## src/rtl/sprite_draw_scheduler_if.sv

```systemverilog
// Rectangle-drawer request bus: the scheduler drives the rectangle and the start pulse,
// and the drawer answers with a done pulse.
interface sprite_draw_scheduler_if #(
    parameter int unsigned X_W = 8,
    parameter int unsigned Y_W = 7,
    parameter int unsigned S_W = 5,
    parameter int unsigned C_W = 3
);
    logic [X_W-1:0] draw_x;
    logic [Y_W-1:0] draw_y;
    logic [S_W-1:0] draw_w;
    logic [S_W-1:0] draw_h;
    logic [C_W-1:0] draw_colour;
    logic           draw_start;
    logic           draw_done;

    modport master (
        output draw_x, draw_y, draw_w, draw_h, draw_colour, draw_start,
        input  draw_done
    );

    modport slave (
        input  draw_x, draw_y, draw_w, draw_h, draw_colour, draw_start,
        output draw_done
    );
endinterface

```

## src/rtl/sprite_draw_scheduler.sv

```systemverilog
// Per-frame sprite scheduler: snapshots object state, issues one rectangle per live object to
// the drawer and keeps sticky player/bullet vs enemy AABB collision flags.
module sprite_draw_scheduler #(
    parameter int unsigned N_ENEMY = 4,
    parameter int unsigned X_W     = 8,
    parameter int unsigned Y_W     = 7,
    parameter int unsigned S_W     = 5,
    parameter int unsigned C_W     = 3
) (
    input  logic                   clk,
    input  logic                   resetn,
    input  logic                   frame_start_i,
    input  logic [X_W-1:0]         player_x_i,
    input  logic [Y_W-1:0]         player_y_i,
    input  logic [S_W-1:0]         player_w_i,
    input  logic [S_W-1:0]         player_h_i,
    input  logic [C_W-1:0]         player_colour_i,
    input  logic [N_ENEMY*X_W-1:0] enemy_x_i,
    input  logic [N_ENEMY*Y_W-1:0] enemy_y_i,
    input  logic [S_W-1:0]         enemy_w_i,
    input  logic [S_W-1:0]         enemy_h_i,
    input  logic [N_ENEMY*C_W-1:0] enemy_colour_i,
    input  logic [N_ENEMY-1:0]     enemy_active_i,
    input  logic [X_W-1:0]         bullet_x_i,
    input  logic [Y_W-1:0]         bullet_y_i,
    input  logic [S_W-1:0]         bullet_w_i,
    input  logic [S_W-1:0]         bullet_h_i,
    input  logic [C_W-1:0]         bullet_colour_i,
    input  logic                   bullet_active_i,
    sprite_draw_scheduler_if.master draw_if,
    output logic                   busy_o,
    output logic                   frame_done_o,
    output logic [N_ENEMY-1:0]     pe_hit_o,
    output logic [N_ENEMY-1:0]     be_hit_o,
    input  logic                   hit_clear_i
);

    localparam int unsigned N_SLOT = N_ENEMY + 2;
    localparam int unsigned SLOT_W = $clog2(N_SLOT);
    localparam int unsigned XE_W   = X_W + 1;
    localparam int unsigned YE_W   = Y_W + 1;

    typedef enum logic [2:0] {StIdle, StEval, StIssue, StWait, StDone} state_e;

    state_e              state_q;
    logic [SLOT_W-1:0]   slot_q;
    logic                busy_q, frame_done_q, draw_start_q;
    logic [X_W-1:0]      draw_x_q;
    logic [Y_W-1:0]      draw_y_q;
    logic [S_W-1:0]      draw_w_q, draw_h_q;
    logic [C_W-1:0]      draw_c_q;
    logic [N_ENEMY-1:0]  pe_hit_q, be_hit_q, pe_hit_d, be_hit_d;

    // Frame snapshot
    logic [X_W-1:0]      snap_px_q, snap_bx_q;
    logic [Y_W-1:0]      snap_py_q, snap_by_q;
    logic [S_W-1:0]      snap_pw_q, snap_ph_q, snap_ew_q, snap_eh_q, snap_bw_q, snap_bh_q;
    logic [C_W-1:0]      snap_pc_q, snap_bc_q;
    logic [X_W-1:0]      snap_ex_q [N_ENEMY];
    logic [Y_W-1:0]      snap_ey_q [N_ENEMY];
    logic [C_W-1:0]      snap_ec_q [N_ENEMY];
    logic [N_ENEMY-1:0]  snap_ea_q;
    logic                snap_ba_q;

    logic [N_ENEMY-1:0]  pe_set, be_set;
    logic [N_SLOT-1:0]   slot_act;
    logic                nxt_found;
    logic [SLOT_W-1:0]   nxt_slot, ld_slot;
    logic [X_W-1:0]      ld_x;
    logic [Y_W-1:0]      ld_y;
    logic [S_W-1:0]      ld_w, ld_h;
    logic [C_W-1:0]      ld_c;

    // Ends are widened by one bit so a sprite near the right/bottom edge never wraps to 0.
    function automatic logic overlap(
        input logic [X_W-1:0] ax, input logic [Y_W-1:0] ay,
        input logic [S_W-1:0] aw, input logic [S_W-1:0] ah,
        input logic [X_W-1:0] bx, input logic [Y_W-1:0] by,
        input logic [S_W-1:0] bw, input logic [S_W-1:0] bh
    );
        logic [XE_W-1:0] ax_end, bx_end;
        logic [YE_W-1:0] ay_end, by_end;
        logic            nonzero;
        ax_end  = XE_W'(ax) + XE_W'(aw);
        bx_end  = XE_W'(bx) + XE_W'(bw);
        ay_end  = YE_W'(ay) + YE_W'(ah);
        by_end  = YE_W'(by) + YE_W'(bh);
        nonzero = (aw != '0) && (ah != '0) && (bw != '0) && (bh != '0);
        return nonzero && (XE_W'(ax) < bx_end) && (XE_W'(bx) < ax_end) &&
               (YE_W'(ay) < by_end) && (YE_W'(by) < ay_end);
    endfunction

    always_comb begin
        pe_set = '0;
        be_set = '0;
        for (int i = 0; i < int'(N_ENEMY); i++) begin
            pe_set[i] = snap_ea_q[i] && overlap(snap_px_q, snap_py_q, snap_pw_q, snap_ph_q,
                                                snap_ex_q[i], snap_ey_q[i], snap_ew_q, snap_eh_q);
            be_set[i] = snap_ea_q[i] && snap_ba_q &&
                        overlap(snap_bx_q, snap_by_q, snap_bw_q, snap_bh_q,
                                snap_ex_q[i], snap_ey_q[i], snap_ew_q, snap_eh_q);
        end
        // Set beats clear when both land on the same edge.
        pe_hit_d = (pe_hit_q & ~{N_ENEMY{hit_clear_i}}) | ((state_q == StEval) ? pe_set : '0);
        be_hit_d = (be_hit_q & ~{N_ENEMY{hit_clear_i}}) | ((state_q == StEval) ? be_set : '0);
    end

    // Lowest active slot above the current one; slot 0 (player) is always active.
    always_comb begin
        slot_act  = {snap_ba_q, snap_ea_q, 1'b1};
        nxt_found = 1'b0;
        nxt_slot  = '0;
        for (int i = int'(N_SLOT) - 1; i >= 1; i--) begin
            if (slot_act[i] && (SLOT_W'(i) > slot_q)) begin
                nxt_found = 1'b1;
                nxt_slot  = SLOT_W'(i);
            end
        end
    end

    always_comb begin
        ld_slot = (state_q == StEval) ? '0 : nxt_slot;
        ld_x    = snap_px_q;
        ld_y    = snap_py_q;
        ld_w    = snap_pw_q;
        ld_h    = snap_ph_q;
        ld_c    = snap_pc_q;
        if (ld_slot == SLOT_W'(N_SLOT - 1)) begin
            ld_x = snap_bx_q;
            ld_y = snap_by_q;
            ld_w = snap_bw_q;
            ld_h = snap_bh_q;
            ld_c = snap_bc_q;
        end
        for (int i = 0; i < int'(N_ENEMY); i++) begin
            if (ld_slot == SLOT_W'(i + 1)) begin
                ld_x = snap_ex_q[i];
                ld_y = snap_ey_q[i];
                ld_w = snap_ew_q;
                ld_h = snap_eh_q;
                ld_c = snap_ec_q[i];
            end
        end
    end

    always_ff @(posedge clk or negedge resetn) begin
        if (!resetn) begin
            state_q      <= StIdle;
            slot_q       <= '0;
            busy_q       <= 1'b0;
            frame_done_q <= 1'b0;
            draw_start_q <= 1'b0;
            draw_x_q     <= '0;
            draw_y_q     <= '0;
            draw_w_q     <= '0;
            draw_h_q     <= '0;
            draw_c_q     <= '0;
            pe_hit_q     <= '0;
            be_hit_q     <= '0;
            snap_px_q    <= '0;
            snap_py_q    <= '0;
            snap_pw_q    <= '0;
            snap_ph_q    <= '0;
            snap_pc_q    <= '0;
            snap_ew_q    <= '0;
            snap_eh_q    <= '0;
            snap_ea_q    <= '0;
            snap_bx_q    <= '0;
            snap_by_q    <= '0;
            snap_bw_q    <= '0;
            snap_bh_q    <= '0;
            snap_bc_q    <= '0;
            snap_ba_q    <= 1'b0;
            for (int i = 0; i < int'(N_ENEMY); i++) begin
                snap_ex_q[i] <= '0;
                snap_ey_q[i] <= '0;
                snap_ec_q[i] <= '0;
            end
        end else begin
            draw_start_q <= 1'b0;
            frame_done_q <= 1'b0;
            pe_hit_q     <= pe_hit_d;
            be_hit_q     <= be_hit_d;
            case (state_q)
                StIdle: begin
                    busy_q <= 1'b0;
                    if (frame_start_i && !busy_q) begin
                        busy_q    <= 1'b1;
                        state_q   <= StEval;
                        snap_px_q <= player_x_i;
                        snap_py_q <= player_y_i;
                        snap_pw_q <= player_w_i;
                        snap_ph_q <= player_h_i;
                        snap_pc_q <= player_colour_i;
                        snap_ew_q <= enemy_w_i;
                        snap_eh_q <= enemy_h_i;
                        snap_ea_q <= enemy_active_i;
                        snap_bx_q <= bullet_x_i;
                        snap_by_q <= bullet_y_i;
                        snap_bw_q <= bullet_w_i;
                        snap_bh_q <= bullet_h_i;
                        snap_bc_q <= bullet_colour_i;
                        snap_ba_q <= bullet_active_i;
                        for (int i = 0; i < int'(N_ENEMY); i++) begin
                            snap_ex_q[i] <= enemy_x_i[i*X_W +: X_W];
                            snap_ey_q[i] <= enemy_y_i[i*Y_W +: Y_W];
                            snap_ec_q[i] <= enemy_colour_i[i*C_W +: C_W];
                        end
                    end
                end
                StEval, StWait: begin
                    if (state_q == StEval || (draw_if.draw_done && nxt_found)) begin
                        slot_q       <= ld_slot;
                        draw_x_q     <= ld_x;
                        draw_y_q     <= ld_y;
                        draw_w_q     <= ld_w;
                        draw_h_q     <= ld_h;
                        draw_c_q     <= ld_c;
                        draw_start_q <= 1'b1;
                        state_q      <= StIssue;
                    end else if (draw_if.draw_done) begin
                        state_q <= StDone;
                    end
                end
                StIssue: state_q <= StWait;
                StDone: begin
                    frame_done_q <= 1'b1;
                    state_q      <= StIdle;
                end
                default: state_q <= StIdle;
            endcase
        end
    end

    assign draw_if.draw_x      = draw_x_q;
    assign draw_if.draw_y      = draw_y_q;
    assign draw_if.draw_w      = draw_w_q;
    assign draw_if.draw_h      = draw_h_q;
    assign draw_if.draw_colour = draw_c_q;
    assign draw_if.draw_start  = draw_start_q;
    assign busy_o              = busy_q;
    assign frame_done_o        = frame_done_q;
    assign pe_hit_o            = pe_hit_q;
    assign be_hit_o            = be_hit_q;

endmodule

```

## src/flat_wrapper.sv

```systemverilog
// flat-port wrapper written by rule: the top's interface ports become plain ports
module sprite_draw_scheduler_flat 
#(
    parameter int unsigned N_ENEMY = 4,
    parameter int unsigned X_W     = 8,
    parameter int unsigned Y_W     = 7,
    parameter int unsigned S_W     = 5,
    parameter int unsigned C_W     = 3
)
  (clk, resetn, frame_start_i, player_x_i, player_y_i, player_w_i, player_h_i, player_colour_i, enemy_x_i, enemy_y_i, enemy_w_i, enemy_h_i, enemy_colour_i, enemy_active_i, bullet_x_i, bullet_y_i, bullet_w_i, bullet_h_i, bullet_colour_i, bullet_active_i, busy_o, frame_done_o, pe_hit_o, be_hit_o, hit_clear_i, draw_if_draw_x, draw_if_draw_y, draw_if_draw_w, draw_if_draw_h, draw_if_draw_colour, draw_if_draw_start, draw_if_draw_done);
  sprite_draw_scheduler_if #(.X_W(X_W), .Y_W(Y_W), .S_W(S_W), .C_W(C_W)) draw_if_i ();
  input  logic clk;
  input  logic resetn;
  input  logic frame_start_i;
  input  logic [X_W-1:0] player_x_i;
  input  logic [Y_W-1:0] player_y_i;
  input  logic [S_W-1:0] player_w_i;
  input  logic [S_W-1:0] player_h_i;
  input  logic [C_W-1:0] player_colour_i;
  input  logic [N_ENEMY*X_W-1:0] enemy_x_i;
  input  logic [N_ENEMY*Y_W-1:0] enemy_y_i;
  input  logic [S_W-1:0] enemy_w_i;
  input  logic [S_W-1:0] enemy_h_i;
  input  logic [N_ENEMY*C_W-1:0] enemy_colour_i;
  input  logic [N_ENEMY-1:0] enemy_active_i;
  input  logic [X_W-1:0] bullet_x_i;
  input  logic [Y_W-1:0] bullet_y_i;
  input  logic [S_W-1:0] bullet_w_i;
  input  logic [S_W-1:0] bullet_h_i;
  input  logic [C_W-1:0] bullet_colour_i;
  input  logic bullet_active_i;
  output logic busy_o;
  output logic frame_done_o;
  output logic [N_ENEMY-1:0] pe_hit_o;
  output logic [N_ENEMY-1:0] be_hit_o;
  input  logic hit_clear_i;
  output wire logic [$bits(draw_if_i.draw_x)-1:0] draw_if_draw_x;
  output wire logic [$bits(draw_if_i.draw_y)-1:0] draw_if_draw_y;
  output wire logic [$bits(draw_if_i.draw_w)-1:0] draw_if_draw_w;
  output wire logic [$bits(draw_if_i.draw_h)-1:0] draw_if_draw_h;
  output wire logic [$bits(draw_if_i.draw_colour)-1:0] draw_if_draw_colour;
  output wire logic [$bits(draw_if_i.draw_start)-1:0] draw_if_draw_start;
  input wire logic [$bits(draw_if_i.draw_done)-1:0] draw_if_draw_done;
  assign draw_if_draw_x = draw_if_i.draw_x;
  assign draw_if_draw_y = draw_if_i.draw_y;
  assign draw_if_draw_w = draw_if_i.draw_w;
  assign draw_if_draw_h = draw_if_i.draw_h;
  assign draw_if_draw_colour = draw_if_i.draw_colour;
  assign draw_if_draw_start = draw_if_i.draw_start;
  assign draw_if_i.draw_done = draw_if_draw_done;
  sprite_draw_scheduler #(.N_ENEMY(N_ENEMY), .X_W(X_W), .Y_W(Y_W), .S_W(S_W), .C_W(C_W)) u_core (.clk(clk), .resetn(resetn), .frame_start_i(frame_start_i), .player_x_i(player_x_i), .player_y_i(player_y_i), .player_w_i(player_w_i), .player_h_i(player_h_i), .player_colour_i(player_colour_i), .enemy_x_i(enemy_x_i), .enemy_y_i(enemy_y_i), .enemy_w_i(enemy_w_i), .enemy_h_i(enemy_h_i), .enemy_colour_i(enemy_colour_i), .enemy_active_i(enemy_active_i), .bullet_x_i(bullet_x_i), .bullet_y_i(bullet_y_i), .bullet_w_i(bullet_w_i), .bullet_h_i(bullet_h_i), .bullet_colour_i(bullet_colour_i), .bullet_active_i(bullet_active_i), .draw_if(draw_if_i), .busy_o(busy_o), .frame_done_o(frame_done_o), .pe_hit_o(pe_hit_o), .be_hit_o(be_hit_o), .hit_clear_i(hit_clear_i));
endmodule
```

## config.mk

```make
export PLATFORM = sky130hd
export DESIGN_NAME = sprite_draw_scheduler_flat
export DESIGN_NICKNAME = d
export VERILOG_FILES = /design/src/rtl/sprite_draw_scheduler_if.sv /design/src/rtl/sprite_draw_scheduler.sv /design/src/flat_wrapper.sv
export SDC_FILE = /design/constraint.sdc
export NUM_CORES = 1
export LEC_CHECK = 0
export ABC_AREA = 0
export CORE_MARGIN = 2
export CORE_UTILIZATION = 50
export DETAILED_ROUTE_END_ITERATION = 8
export GPL_ROUTABILITY_DRIVEN = 0
export PLACE_DENSITY = 0.73
export SLEW_MARGIN = 10
export SYNTH_ARGS = -nofsm -noshare
export SYNTH_HDL_FRONTEND = slang
export SYNTH_SLANG_ARGS = --single-unit
```

## constraint.sdc

```tcl
create_clock -name clk -period 3.73 [get_ports clk]
set_input_delay 0.746 -clock clk [delete_from_list [all_inputs] [get_ports clk]]
set_output_delay 0.746 -clock clk [all_outputs]
set_load 0.02 [all_outputs]
```

After elaboration in Yosys (flattened, before gate mapping)
Index checks and enable logic that the tools add are counted.
- $add $sub $neg: 12
- magnitude comparators: 37
- equal/unequal tests: 11
- mux-type cells: 46
- bitwise operators: 5
- reduce and logical (&&, ||, !) cells: 70
- operators by type and width (cell ; count):
    less-than comparator 8 x 9 -> 1 bit ; 16
    less-than comparator 7 x 8 -> 1 bit ; 16
    logical AND 1 bit ; 57
    adder 8 x 5 -> 9 bit ; 6
    2-to-1 mux 5 bit ; 10
    adder 7 x 5 -> 8 bit ; 6
    2-to-1 mux 3 bit ; 14
    2-to-1 mux 8 bit ; 5
    2-to-1 mux 7 bit ; 5
    nonzero test 5 bit ; 6
    == test 3 x 2 -> 1 bit (second input constant) ; 4
    == test 3 bit (second input constant) ; 3
    2-to-1 mux 1 bit ; 9
    case mux 3 bit (3 select lines) ; 1
    bitwise AND 4 bit ; 2
    2-to-1 mux 4 bit ; 2
    bitwise OR 4 bit ; 2
    == test 3 x 1 -> 1 bit (second input constant) ; 2
    greater-than comparator 2 x 3 -> 1 bit (first input constant) ; 2
    greater-than comparator 3 bit (first input constant) ; 2
    AND reduction 2 bit ; 3
    NOT 4 bit ; 1
    greater-than comparator 1 x 3 -> 1 bit (first input constant) ; 1
    zero test 3 bit ; 1
    other kinds (5) ; 5
- register bits after elaboration: 188
- word-level logic and storage cells: 219

Depth between registers and ports, before layout
Gate-level depths: netlist (run 1).
- depth after elaboration: 14
- mapped depth: 14
- depth with buffers taken out: 14

Worst setup path after synthesis (run 1)
No wires, ideal clock.
- path type: reg-to-reg
- start point: reg u_core.snap_ew_q[0]
- end point: reg u_core.pe_hit_q[2] (netlist: u_core.pe_hit_o[2])
- library setup time: 104 ps
- arrival time: 3021 ps
- required time: 3626 ps
- setup slack: 606 ps
- stages on the path, launching flop included: 14
- cell sequence: dfrtp_1 ha_1 inv_1 fa_1 nor2b_1 o21ai_0 a21o_1 ha_1 a21oi_1 o21ai_0 maj3_2 maj3_2 and3_1 o41ai_2
- longest elaborated chain between the ends: 10
- ends and longest elaborated chain (element ; line ; source):
    from (decl) ; sprite_draw_scheduler.sv:57 ; logic [S_W-1:0] snap_pw_q, snap_ph_q, snap_ew_q, snap_eh_q, snap_bw_q, snap_bh_q;
    from (signal assigned) ; sprite_draw_scheduler.sv:195 ; snap_ew_q <= enemy_w_i;
    parallel branches: the longest is 3 deep, another holds adder 8 x 5 -> 9 bit ; -- ;
    logical AND 1 bit * (3 in series) ; sprite_draw_scheduler.sv:89 ; return nonzero && (XE_W'(ax) < bx_end) && (XE_W'(bx) < ax_end) &&
    logical AND 1 bit * ; sprite_draw_scheduler.sv:90 ; (YE_W'(ay) < by_end) && (YE_W'(by) < ay_end);
    logical AND 1 bit * ; sprite_draw_scheduler.sv:97 ; pe_set[i] = snap_ea_q[i] && overlap(snap_px_q, snap_py_q, snap_pw_q, snap_ph_q,
    2-to-1 mux 4 bit * ; sprite_draw_scheduler.sv:104 ; pe_hit_d = (pe_hit_q & ~{N_ENEMY{hit_clear_i}}) | ((state_q == StEval) ? pe_set : '0);
    bitwise OR 4 bit * ; sprite_draw_scheduler.sv:104 ;
    net u_core.pe_hit_d[2] ; sprite_draw_scheduler.sv:52 ; logic [N_ENEMY-1:0] pe_hit_q, be_hit_q, pe_hit_d, be_hit_d;
    to (signal assigned) ; sprite_draw_scheduler.sv:182 ; pe_hit_q <= pe_hit_d;
    to (decl) ; sprite_draw_scheduler.sv:52 ;
Mark *: on every way through the listed nets, which the timed path passes.
A chain may end at the register's enable or synchronous reset.

Worst setup path in the final report (run 1)
- start point: reg u_core.snap_by_q[0]
- end point: reg u_core.be_hit_q[3] (netlist: u_core.be_hit_o[3])
- longest elaborated chain between the ends: 6
- ends and longest elaborated chain (element ; line ; source):
    from (decl) ; sprite_draw_scheduler.sv:56 ; logic [Y_W-1:0] snap_py_q, snap_by_q;
    from (signal assigned) ; sprite_draw_scheduler.sv:199 ; snap_by_q <= bullet_y_i;
    adder 7 x 5 -> 8 bit / less-than comparator 7 x 8 -> 1 bit (equally long branches) ; sprite_draw_scheduler.sv:86, sprite_draw_scheduler.sv:90 ;
    less-than comparator 7 x 8 -> 1 bit / logical AND 1 bit (equally long branches) ; sprite_draw_scheduler.sv:90, sprite_draw_scheduler.sv:89 ;
    logical AND 1 bit * ; sprite_draw_scheduler.sv:90 ;
    logical AND 1 bit * ; sprite_draw_scheduler.sv:99 ; be_set[i] = snap_ea_q[i] && snap_ba_q &&
    2-to-1 mux 4 bit * ; sprite_draw_scheduler.sv:105 ; be_hit_d = (be_hit_q & ~{N_ENEMY{hit_clear_i}}) | ((state_q == StEval) ? be_set : '0);
    bitwise OR 4 bit * ; sprite_draw_scheduler.sv:105 ;
    net u_core.be_hit_d[3] ; sprite_draw_scheduler.sv:52 ;
    to (signal assigned) ; sprite_draw_scheduler.sv:183 ; be_hit_q <= be_hit_d;
    to (decl) ; sprite_draw_scheduler.sv:52 ;
Mark *: on every way through the listed nets, which the timed path passes. The rest lies on a longest branch.

==> results of run 1 <==
==> stage by stage <==
| step | hold slack [ns] | worst slack (ns) | std cells | utilization, % | instance area, sq um |
|---|---|---|---|---|---|
| after detailed placement | 0.477 | 0.175 | 2082 | 59.6 | 17800 |
| after floorplan | 0.450 | 0.606 | 1505 | - | 15200 |
| after global placement | 0.469 | 0.293 | 2082 | 59.6 | 17800 |
| after global routing | 0.381 | 0.00539 | 2114 | 61.7 | 18400 |
| final | 0.331 | 0.136 | 2114 | 61.7 | 18400 |
| after CTS | 0.353 | 0.136 | 2114 | 61.7 | 18400 |
==> final timing paths <==
check / start / endpoint / slack (ns)
max: u_core.snap_by_q[0] / u_core.be_hit_o[3] / 0.14
min in group clk: u_core.draw_if.draw_w[2] / u_core.draw_if.draw_w[2] / 0.49
min: resetn / u_core.pe_hit_o[1] / 0.33
max reg2reg: u_core.snap_by_q[0] / u_core.be_hit_o[3] / 0.14
min reg2reg: u_core.draw_if.draw_w[2] / u_core.draw_if.draw_w[2] / 0.49
max in group asynchronous: resetn / u_core.snap_eh_q[4] / 2.52
==> layer usage <==
layer	vias up	global-route usage, %	routed length [um]
met5	-	0.321	0
met4	0	14.1	2280
met3	164	7.33	5880
met2	823	47.0	21200
met1	6466	46.8	22000
li1	6064	-	-
==> worst register-to-register path, cell delays in order (launching register included) <==
cell and delay (ns):
dfrtp_1 0.48, ha_1 0.28, fa_1 0.42, a21o_1 0.17
a21oi_1 0.32, nor2b_1 0.09, o21ai_0 0.26, xor2_1 0.37
ha_1 0.31, a21boi_0 0.12, o21ai_0 0.24, nand4_1 0.13
o41ai_1 0.31
==> cell families after synthesis <==
family / synth area share, %
AOI/OAI and AO/OA: 19.1
buffers and inverters: 2.59
xor gates and xnor gates: 3.35
adders and majority gates: 23.0
DFF: 31.0
muxes: 11.6
and+or+nand+nor: 9.33
==> flip-flops by register name, indices dropped and copies added, names as in the netlist, 7 cells and up <==
| signal | count |
|---|---|
| u_core.snap_ey_q | 28 |
| u_core.draw_if.draw_y | 7 |
| u_core.snap_by_q | 7 |
| u_core.snap_bx_q | 8 |
| u_core.draw_if.draw_x | 8 |
| u_core.snap_ec_q | 12 |
| u_core.snap_py_q | 7 |
| u_core.snap_ex_q | 32 |
| u_core.snap_px_q | 8 |
==> layout make-up <==
type                            count  area (sq um)  area share [%]
Clock buffer                       20           447            2.43
Tap cell                          390           488            2.65
Clock inverter                     12           184            1.00
Multi-Input combinational cell   1221         10100            55.0
Timing Repair Buffer              234          2280            12.4
Inverter                           49           184            1.00
Sequential cell                   188          4700            25.6
==> what timing repair did <==
action,CTS,global route
endpoints found under the setup margin,0,2
gates resized for setup,0,2
hold buffers,0,0
==> cells in the final DEF, fill, tap and decap left out, types with 12 or more instances in the layout <==
cell             synthesis  layout
ha_1                   252     252
dfrtp_1                188     188
clkdlybuf4s50_1          0     185
mux2_2                 139     139
a21oi_1                122     122
o21ai_0                102     102
nand2_1                 78      78
nor2_1                  68      68
a21o_1                  52      52
inv_1                   48      48
buf_4                    3      44
nand2b_1                41      41
xor2_1                  38      37
a211oi_1                36      36
o211ai_1                25      25
o2111ai_1               21      21
xnor2_1                 20      20
mux2i_1                 20      20
nor2b_1                 18      18
clkbuf_16                0      17
nand3_1                 14      14
or3_1                   14      14
o21bai_1                12      12
fa_1                    12      12
==> out/results.txt, run 1 <==
Crit start category -> flop
Post-synth cell types -> 73
Unrepaired setup endpoints after global routing -> false
Initial DRC count -> 1509
Core Area -> 29800 sq um
Post-synth ARST share -> 100%
Fill cell count -> 2467
DP HPWL -> 38900 um
Post-synthesis register bit count -> 188
Top-area cell type share of the netlist area -> 31.0%
Setup tns final -> 0 ns
Std cell rows -> 63
Worst Reg2Reg Path Length in Cells -> 12
Setup Fix Bufs, Post-CTS -> 0
Number of flops mapped to enable cells by yosys -> 0
Min cycle time layout -> 3.59 ns
Crit-path max cell delay -> 0.48 ns
Required time of the critical path -> 4.07 ns
Synth-to-layout area growth -> 21.2%
Syn_area_per_cell -> 10.1 sq um
Routed WL -> 51400 um
Crit-path leading delay family -> compound AO/OA/AOI/OAI gates
H-Tree Depth -> 4
CTS tree -> done
Max_cap viols -> 0
Worst path buffer plus inverter count -> 0
CTS Sinks -> 188
Largest net degree at the start of global routing -> 83
Clk Latency, worst-skew pair -> 0.46 ns
Slew headroom -> 35.4%
Hold WC Path Type -> in2async
I/O pin count -> 187
Crit end category -> flop
Clock skew -> 0.0225 ns
Crit-path cells -> ha_1 -> fa_1 -> a21o_1 -> a21oi_1 -> nor2b_1 -> o21ai_0 -> xor2_1 -> ha_1 -> a21boi_0 -> o21ai_0 -> nand4_1 -> o41ai_1
Die Height -> 178 um
GR Overflow Total -> 0
Die width -> 178 um
Diode count -> 0
Achievable Freq -> 278 MHz
Crit path depth -> 12
Mapped Area -> 15200 sq um
Via count -> 13500
Syn Nets -> 1917
Post-route DRC -> 0
Post-synth top flop -> dfrtp_1
Antenna violations before repair -> 0
Die ar. -> 31800 sq um
Sequential area share after synthesis -> 31.0%
Vias in the first global route -> 13400
Clock transition at path regs -> 0.09 ns
Final count of hold timing violations -> 0
Total GRT Usage -> 32.6%
Final period util -> 96.4%
Post-DRT Antenna Nets -> 0
CP Max Fanout -> 7
Vias/cell -> 6.39
CTS max path bufs -> 2
First-pass GRT wire length -> 77500 um
Count leader, synth -> ha_1
Number of buffers created by CTS -> 17
Nets -> 2123
Critical path class -> reg2reg
Status -> finished, final reports clean
Ys Warns -> 0
Initial Util -> 50.9%
Max stage delay cell, worst path -> dfrtp_1
Share of cells above drive strength 1 -> 14.0%
Max Slew Vio Count -> 0
Largest cells by area after synthesis -> dfrtp_1 (31%), ha_1 (21%), mux2_2 (10%)
IO Port Bufs -> 186
Arrival time at the worst endpoint -> 3.94 ns
Cells after Synth -> 1505
Root buf cell -> clkbuf_16
Post-synth top cells -> ha_1 (252), dfrtp_1 (188), mux2_2 (139)
# setup viols final -> 0
Post-synth top area cell -> dfrtp_1
Worst slew pin tran -> 0.964 ns
WL per Instance -> 24.3 um
Drt first pass iters -> 6
Power of run 1 is left out: the tool's default activity adds up to more than one toggle a clock period on the data nets, which glitch-free logic cannot reach.
==> run 2, diff against run 1 <==
--- a/config.mk
+++ b/config.mk
@@ -7,11 +7,11 @@
 export LEC_CHECK = 0
 export ABC_AREA = 0
 export CORE_MARGIN = 2
-export CORE_UTILIZATION = 50
+export CORE_UTILIZATION = 58
 export DETAILED_ROUTE_END_ITERATION = 8
 export GPL_ROUTABILITY_DRIVEN = 0
-export PLACE_DENSITY = 0.73
-export SLEW_MARGIN = 10
+export PLACE_DENSITY = 0.83
+export SLEW_MARGIN = 40
 export SYNTH_ARGS = -nofsm -noshare
 export SYNTH_HDL_FRONTEND = slang
 export SYNTH_SLANG_ARGS = --single-unit
==> run 2 against run 1 <==
Worst setup slack better by 0.037 ns. Final area down 1.3%. Sequential share of layout area up 0.35 points. Routed wire length down 1.7%. Clock skew down 0.0081 ns. Sequential cell count unchanged. Non-clock buffer count down 19. Critical path depth down 1. Critical path type unchanged. Highest routed layer unchanged.
==> out/results.txt, run 2 (synthesis results as in run 1) <==
Post-route DRC -> 0 (unchanged)
Min Hold Slack -> 0.289 ns (-0.0421 ns)
Status -> finished, final reports clean
Number of buffers created by CTS -> 17 (unchanged)
Biggest regs -> u_core.snap_ex_q x32, u_core.snap_ey_q x28, u_core.snap_ec_q x12
Drt first pass iters -> 7 (+1)
Min cycle time layout -> 3.56 ns (-0.0368 ns)
Final count of hold timing violations -> 0 (unchanged)
First-pass GRT wire length -> 78200 um (+0.86%)
Vias in the first global route -> 13800 (+3.2%)
Antenna violations before repair -> 2 (+2)
Final period util -> 95.4% (-0.99 points)
Achievable Freq -> 281 MHz (+1.0%)
CTS tree -> done
Cts hold-fix bufs -> 0 (unchanged)
Met2 usage -> 52.7% (+5.7 points)
I/O pin count -> 187 (unchanged)
Initial DRC count -> 1859 (+23%)
Max Slew Vio Count -> 0 (unchanged)
GR Overflow Total -> 0 (unchanged)
Fin util -> 70.1% (+8.3 points)
Required time of the critical path -> 4.07 ns (about the same)
Worst Reg2Reg Path Length in Cells -> 11 (-1)
Setup tns final -> 0 ns (unchanged)
Initial Util -> 58.6% (+7.6 points)
Critical path class -> reg2reg
WL per Instance -> 24.8 um (+1.9%)
GR Util met3 -> 10.2% (+2.9 points)
Core Area -> 25900 sq um (-13%)
Worst slew pin tran -> 0.913 ns (-0.0510 ns)
Setup Fix Bufs, Post-CTS -> 0 (unchanged)
# resized after CTS -> 0 (unchanged)
Nets -> 2104 (-0.89%)
DP HPWL -> 37500 um (-3.6%)
Die Height -> 166 um (-7.0%)
Largest net degree at the start of global routing -> 161 (+94%)
Max FFs per register -> 32 (unchanged)
CTS Sinks -> 188 (unchanged)
Std cell rows -> 59 (-6.3%)
Fill cell count -> 1846 (-25%)
Root buf cell -> clkbuf_16
# setup viols final -> 0 (unchanged)
Diode count -> 0 (unchanged)
Arrival time at the worst endpoint -> 3.90 ns (-0.04 ns)
Share of cells above drive strength 1 -> 13.4% (-0.61 points)
Clock transition at path regs -> 0.08 ns (about the same)
Synth-to-layout area growth -> 19.6%
Slew headroom -> 38.6% (+3.2 points)
Crit start category -> flop
Die ar. -> 27500 sq um (-13%)
GRT busiest layer -> met2
CP Max Fanout -> 7 (unchanged)
Die width -> 166 um (-7.0%)
Cell Area, Placed -> 17500 sq um (-1.3%)
Clk Latency, worst-skew pair -> 0.46 ns (about the same)
Largest Register -> u_core.snap_ex_q
Max_cap viols -> 0 (unchanged)
CTS max path bufs -> 2 (unchanged)
Crit end category -> flop
Via count -> 13800 (+1.9%)
Total GRT Usage -> 36.6% (+4.0 points)
Vias/cell -> 6.75 (+5.6%)
Hold WC Path Type -> in2async
H-Tree Depth -> 4 (unchanged)
Fin area -> 18200 sq um (-1.3%)
Most frequent cells in the layout -> ha_1 (252), dfrtp_1 (188), clkdlybuf4s50_1 (185)
Unrepaired setup endpoints after global routing -> false
Clock skew -> 0.0145 ns (-0.00809 ns)
Routed WL -> 50500 um (-1.7%)
Met1 Usage GRT -> 50.2% (+3.4 points)
Post-DRT Antenna Nets -> 0 (unchanged)
Most common cell after layout, fill and taps aside -> ha_1
IO Port Bufs -> 186 (unchanged)
==> run 2: area by class of cell <==
class                           instances  area, sq um  share of cell area [%]
Sequential cell                       188         4700                    25.9
Clock buffer                           17          425                    2.34
Tap cell                              335          419                    2.31
Multi-Input combinational cell       1221        10100                    55.8
Inverter                               49          184                    1.01
Timing Repair Buffer                  215         2110                    11.6
Clock inverter                         15          176                   0.972
==> run 2: per-layer routing <==
metal / part of all wire (%) / vias up
li1: - / 6020
met1: 40 / 6506
met2: 41 / 992
met3: 13 / 260
met4: 5.7 / 0
met5: 0 / -
==> run 2: stage by stage <==
stage	setup slack (ns)	cells
finish	0.173	2040
global route	0.0101	2040
CTS	0.0696	2040
detailed placement	0.110	2008
global placement	0.0760	2008
floorplan	0.606	1505
==> run 2: final timing paths <==
| path | slack (ns) | end | start |
|---|---|---|---|
| max | 0.17 | u_core.pe_hit_o[1] | u_core.snap_px_q[4] |
| min | 0.29 | u_core.snap_ex_q[20] | resetn |
| max reg2reg | 0.17 | u_core.pe_hit_o[1] | u_core.snap_px_q[4] |
| min reg2reg | 0.48 | u_core.draw_if.draw_w[4] | u_core.draw_if.draw_w[4] |
| max in group asynchronous | 2.56 | u_core.snap_ph_q[1] | resetn |
| min in group clk | 0.48 | u_core.draw_if.draw_w[4] | u_core.draw_if.draw_w[4] |
==> run 2: critical path: stages (launching register included) <==
cell and delay (ns):
dfrtp_1 0.55, ha_1 0.44, o21ai_0 0.13, o21bai_1 0.40, nand2_1 0.15, xnor2_1 0.44
ha_1 0.35, a211oi_1 0.21, o21ai_0 0.12, o211ai_1 0.13, o2111ai_1 0.18, o41ai_1 0.32
Power of run 2 is left out for the same reason.
